`src/rtl/winograd_tile_scheduler.sv`:
```
// Winograd tile scheduler: walks a TR x TC tile grid, handshaking each tile with the engine.
// Define TILE_SCHED_TIMEOUT_EN to add the PROCESS-state watchdog.
module winograd_tile_scheduler #(
  parameter int W       = 10,
  parameter int H       = 10,
  parameter int n       = 4,
  parameter int TIMEOUT = 64
) (
  input  logic        i_clk,
  input  logic        i_rst_n,
  input  logic        i_start,
  input  logic        i_abort,
  input  logic        i_tile_ready,
  input  logic        i_proc_done,
  output logic        o_proc_start,
  output logic        o_proc_finish,
  output logic [15:0] o_tile_row,
  output logic [15:0] o_tile_col,
  output logic        o_busy,
  output logic        o_frame_done,
  output logic        o_timeout
);

  localparam int TC = (W - 2) / (n - 2);
  localparam int TR = (H - 2) / (n - 2);
  localparam logic [15:0] LAST_C = 16'(TC - 1);
  localparam logic [15:0] LAST_R = 16'(TR - 1);

  typedef enum logic [2:0] {
    IDLE,
    WAIT_TILE,
    ISSUE,
    PROCESS,
    ADVANCE,
    DONE
  } state_t;

  state_t      state;
  state_t      state_nx;
  logic [15:0] row_nx;
  logic [15:0] col_nx;
  logic        tmo_hit;

`ifdef TILE_SCHED_TIMEOUT_EN
  localparam int CW = $clog2(TIMEOUT + 1);
  logic [CW-1:0] wd_cnt;

  // Fires on the TIMEOUT-th PROCESS cycle without a done pulse.
  assign tmo_hit = (state == PROCESS) && !i_proc_done &&
                   (wd_cnt == CW'(TIMEOUT - 1));

  always_ff @(posedge i_clk or negedge i_rst_n) begin
    if (!i_rst_n) begin
      wd_cnt <= '0;
    end else if (state == PROCESS && state_nx == PROCESS) begin
      wd_cnt <= wd_cnt + 1'b1;
    end else begin
      wd_cnt <= '0;
    end
  end

  always_ff @(posedge i_clk or negedge i_rst_n) begin
    if (!i_rst_n) begin
      o_timeout <= 1'b0;
    end else if (!i_abort && tmo_hit) begin
      o_timeout <= 1'b1;
    end else if (!i_abort && state == IDLE && i_start) begin
      o_timeout <= 1'b0;
    end
  end
`else
  logic unused_timeout;
  assign unused_timeout = (TIMEOUT != 0);
  assign tmo_hit        = 1'b0;
  assign o_timeout      = 1'b0;
`endif

  always_comb begin
    state_nx = state;
    row_nx   = o_tile_row;
    col_nx   = o_tile_col;
    if (i_abort) begin
      state_nx = IDLE;
      row_nx   = '0;
      col_nx   = '0;
    end else begin
      case (state)
        IDLE: begin
          if (i_start) begin
            state_nx = WAIT_TILE;
            row_nx   = '0;
            col_nx   = '0;
          end
        end
        WAIT_TILE: begin
          if (i_tile_ready) state_nx = ISSUE;
        end
        ISSUE: state_nx = PROCESS;
        PROCESS: begin
          if (i_proc_done || tmo_hit) state_nx = ADVANCE;
        end
        ADVANCE: begin
          if (o_tile_row == LAST_R && o_tile_col == LAST_C) begin
            state_nx = DONE;
            row_nx   = '0;
            col_nx   = '0;
          end else if (o_tile_col == LAST_C) begin
            state_nx = WAIT_TILE;
            row_nx   = o_tile_row + 16'd1;
            col_nx   = '0;
          end else begin
            state_nx = WAIT_TILE;
            col_nx   = o_tile_col + 16'd1;
          end
        end
        DONE:    state_nx = IDLE;
        default: state_nx = IDLE;
      endcase
    end
  end

  // Pulses decode the next state so they line up with the state they mark.
  always_ff @(posedge i_clk or negedge i_rst_n) begin
    if (!i_rst_n) begin
      state         <= IDLE;
      o_tile_row    <= '0;
      o_tile_col    <= '0;
      o_busy        <= 1'b0;
      o_proc_start  <= 1'b0;
      o_proc_finish <= 1'b0;
      o_frame_done  <= 1'b0;
    end else begin
      state         <= state_nx;
      o_tile_row    <= row_nx;
      o_tile_col    <= col_nx;
      o_busy        <= (state_nx != IDLE);
      o_proc_start  <= (state_nx == ISSUE);
      o_proc_finish <= (state_nx == ADVANCE);
      o_frame_done  <= (state_nx == DONE);
    end
  end

endmodule

```
`config.mk`:
```
export PLATFORM = sky130hd
export DESIGN_NAME = winograd_tile_scheduler
export DESIGN_NICKNAME = d
export VERILOG_FILES = /design/src/rtl/winograd_tile_scheduler.sv
export SDC_FILE = /design/constraint.sdc
export NUM_CORES = 1
export LEC_CHECK = 0
export CAP_MARGIN = 20
export CORE_UTILIZATION = 52
export CTS_CLUSTER_SIZE = 8
export DETAILED_ROUTE_END_ITERATION = 7
export PLACE_DENSITY = 0.8
export SYNTH_ARGS = -nofsm -noshare
export SYNTH_HDL_FRONTEND = slang
export SYNTH_SLANG_ARGS = --single-unit
```
`constraint.sdc`:
```
create_clock -name i_clk -period 2.4 [get_ports i_clk]
set_input_delay 0.48 -clock i_clk [delete_from_list [all_inputs] [get_ports i_clk]]
set_output_delay 0.48 -clock i_clk [all_outputs]
set_load 0.05 [all_outputs]
```
# Word-level counts from Yosys, hierarchy flattened
# Index checks and enable logic that the tools add are counted.
[word_totals]
regBits = 39
latchBits = 0
ram_bits = 0
romBits = 0
input_bits = 6
output_inout_bits = 37
wordCells = 41
n_memories = 0
[op_classes]
n_addsub = 2
mul = 0
n_div = 0
order_cmp = 0
eq_ne = 11
n_shift = 0
muxes = 15
bitwise = 0
reduce_logical = 6
[op_table]
columns = ["operator", "n"]
rows = [
  ["$mux 16", 7],
  ["$pmux 16 s2", 2],
  ["$add 16x1->16 const B", 2],
  ["$eq 16x2->1 const B", 2],
  ["$mux 3", 5],
  ["$pmux 3 s5", 1],
  ["$eq 3x2->1 const B", 3],
  ["$eq 3x3->1 const B", 3],
  ["$reduce_bool 3->1", 2],
  ["$ne 4x4->1 const B", 1],
  ["$eq 3x1->1 const B", 1],
  ["$logic_not 3->1", 1],
  ["$ne 3x3->1 const B", 1],
  ["$reduce_and 3->1", 1],
  ["$reduce_and 2->1", 1],
  ["$logic_and 1x1->1", 1],
]

# Longest topological paths before layout
[logic_depth]
word_depth = 6
depth_mapped = 7
depth_no_buf = 6

# Least setup slack after synthesis
# Ideal clock, no wire load.
[synth_path]
path_kind = "register -> register"
startpoint = "register o_tile_col[1]"
endpoint = "register o_tile_row[6]"
setup_time_ps = 87
arrival_time_ps = 2209
required_time_ps = 2313
slack_ps = 105
stages_incl_launch_ff = 7
path_buffers = 0
synth_period_minus_slack_ps = 2295
cell_sequence = "dfrtp_1 > ha_1 > nor4b_4 > and4_4 > nor2_2 > or4_1 > o211ai_1"
[synth_via]
elab_chain_len = 5
elab_cells_between_ends = 7
classes_between = "eq/ne: 2; mux: 3; reduce/logical: 2"
[synth_rtl]
columns = ["element", "line_no", "source"]
rows = [
  ["start, declared", "18", "output logic [15:0] o_tile_col,"],
  ["start signal, assigned", "135", "o_tile_col <= col_nx;"],
  ["$eq 16x2->1 *", "103, 107", ""],
  ["$logic_and 1x1->1", "103", "if (o_tile_row == LAST_R && o_tile_col == LAST_C) begin"],
  ["$mux 16", "103", ""],
  ["$pmux 16 s2", "87", "case (state)"],
  ["$mux 16", "82", "if (i_abort) begin"],
  ["end signal, assigned", "134", "o_tile_row <= row_nx;"],
  ["end, declared", "17", "output logic [15:0] o_tile_row,"],
]
# Every way passes the cells marked *; elsewhere a longest branch is shown, timed or not.
# A chain may end at the register's enable or synchronous reset.

# Worst setup path in the final report
[layout_path]
startpoint = "register o_tile_col[13]"
endpoint = "register o_tile_row[12]"
# The elaborated chain is that of the path after synthesis.

==> results.cfg <==
[synthesis]
yosys-top-cells-area = dfrtp_1 44%, xnor2_1 6.3%, a2111oi_2 4.7%
ys_seq_area_frac = 0.436
synth_area_leader_cell = dfrtp_1
synth.ff_latch_count = 39
yosysUniqueCellTypes = 51
netlist_instances = 229
postSynth.asyncResetShare = 1.00
synth_flop_cell = dfrtp_1
synth_area_um2 = 2240
synth_fp_nets = 237
synth-edff-count = 0
syn_area_per_cell_um2 = 9.77
yosysWarnings = 0
yosys.area.top_type_share = 0.436

[setup_path]
worstSetupPathType = reg2reg
crit_chain = nor3_1 -> nand4_4 -> buf_4 -> a2111oi_1 -> xnor2_1 -> nor2_1
crit_buf_inv = 1
arrival_ns = 2.35
cp_top_family = simple AND/OR/NAND/NOR gates
cp-start-kind = flip-flop
worst_path_largest_cell_delay_ns = 0.49
cp_slowest_cell = nor3_1
crit_path_max_fanout = 8
endpoint_kind = flip-flop
cp.required_ns = 2.57

[finish]
num-nets-final = 288
area.sequential_um2 = 976
utilization = 0.704
fillers = 308
multi_input_area_um2 = 1180
drive_above_1_share = 0.142
syn2layout_area_growth_pct = 27.7
n_antenna_cell = 0

[floorplan]
start_util = 0.552
rows = 23
dieArea_um2 = 4570
die_y_um = 67.6
core_um2 = 4060
dieWidth_um = 67.6
ioPinCount = 43

[job]
drv_cap = 0

[timing]
setup_tns_ns = 0
fin_crit_sh = 0.909
period_needed_ns = 2.18
slew_headroom = 0.431
setup-violations-final = 0
hold_viol = 0
rsz0062_at_grt = false
drv_slew = 0
tightestPinTransition_ns = 0.853
fmax_mhz = 458
finClkSkew_ns = 0.00979

[global_route]
grt_start_max_net_pins = 40
grt_use_total = 0.251
grt_overflow = 0
grt_pass1_wl_mm = 8.54
grt_pass1_vias = 1830
antenna_found_initial = 0

[clock_network]
hold_buffers = 0
clock-sinks = 39
clock_latency_ns = 0.29
cts_tree = done
clk_pin_slew_ns = 0.08
htree_levels = 2
post_cts_buffers = 0
cts_buffers = 5
ctsResizeCount = 0
clk_path_buf_depth = 2
cts-root-buf = clkbuf_8

[place]
gp_congestion = 0.839
numPortBuffers = 41
dp_hpwl_mm = 3.66

[routing]
antenna_left = 0
vias_per_cell = 5.80
drcViolationCount = 0
wl_mm = 5.02
num_vias = 1919
drt_first_iter_violations = 156
drtPass1Iterations = 4
wl_per_cell_um = 15.2

[min_path]
min_path_type = in2async

[power_and_ir_drop]
pwr_density_cell_nw_per_um2 = 444
p_leak_nw = 1.11
vdd_drop_max_uv = 336

[outcome]
outcome = complete, no violations
==> registers in the layout (all words and copies together), names as in the netlist <==
name           flops
state              3
o_busy             1
o_proc_finish      1
o_tile_row        16
o_frame_done       1
o_proc_start       1
o_tile_col        16
==> metrics by stage <==
stage	instances	power [mW]	area (um2)	hold slack, ns	worst slack, ns
2_1_floorplan	229	0.759	2240	0.184	0.105
3_3_place_gp	323	0.801	2750	0.552	0.203
3_5_place_dp	323	0.803	2750	0.560	0.169
4_1_cts	331	1.28	2850	0.329	0.191
5_1_grt	331	1.33	2860	0.369	0.0566
6_report	331	1.27	2860	0.304	0.218
==> cell usage in the layout, fill, tap and decap left out, types with 4 or more instances in the layout <==
cell type,Yosys,routed
o211ai_1,4,4
a2111oi_2,7,7
nor3_1,14,14
nand4_1,5,5
xor2_1,4,4
xnor2_1,16,16
buf_4,2,11
nor2_1,25,25
inv_1,9,9
dfrtp_1,39,39
clkdlybuf4s50_1,0,40
nand3_1,13,13
nand2_1,19,19
nor4_1,6,6
a21oi_1,4,4
clkbuf_8,0,7
and4_1,4,4
a22o_1,4,4
o21ai_0,6,6
==> final cells by class <==
type,count,share of cell area
clock buffers,8,0.0350
multi-input cells,172,0.412
flip-flops and latches,39,0.342
repair buffers,53,0.178
inverters,9,0.0118
well taps,50,0.0219
==> layer usage <==
metal	wire (um)	track usage	vias to the layer above
li1	-	-	944
met4	41	0.0851	0
met2	2320	0.374	47
met3	228	0.0473	5
met5	0	0	-
met1	2430	0.361	923
==> synthesized netlist by cell type (all sizes together) (3+ instances only) <==
library cell and n:
a2111oi 8, a211oi 3, a21oi 4, a22o 4, a31oi 3, and4 5, buf 7, dfrtp 39
inv 9, nand2 19, nand3 13, nand4 6, nor2 26, nor3 15, nor4 8, nor4b 3
o211ai 4, o21ai 9, xnor2 16, xor2 4
==> where the power goes <==
part	switching, mW	internal (mW)
registers	0.00543	0.664
clock network	0.217	0.262
logic	0.0836	0.0356
total	0.306	0.962
==> cell families after synthesis <==
group | share of synthesized area
simple gates | 0.258
flops | 0.436
other cells | 0.00168
xor+xnor | 0.0783
compound gates | 0.158
mux | 0.0145
fa+ha+maj | 0.0112
buf+inv | 0.0419
==> path summary, 6_finish.rpt <==
path,from,end,slack (ns),depth (start not counted)
max,o_tile_col[13],o_tile_row[12],0.22,6
min,i_rst_n,o_tile_col[12],0.30,1
max reg2reg,o_tile_col[13],o_tile_row[12],0.22,6
min reg2reg,o_tile_col[1],o_tile_col[1],0.57,1
max in group asynchronous,i_rst_n,state[1],1.56,1
min in group i_clk,o_tile_col[1],o_tile_col[1],0.57,1
(Power assumes the default switching activity.)
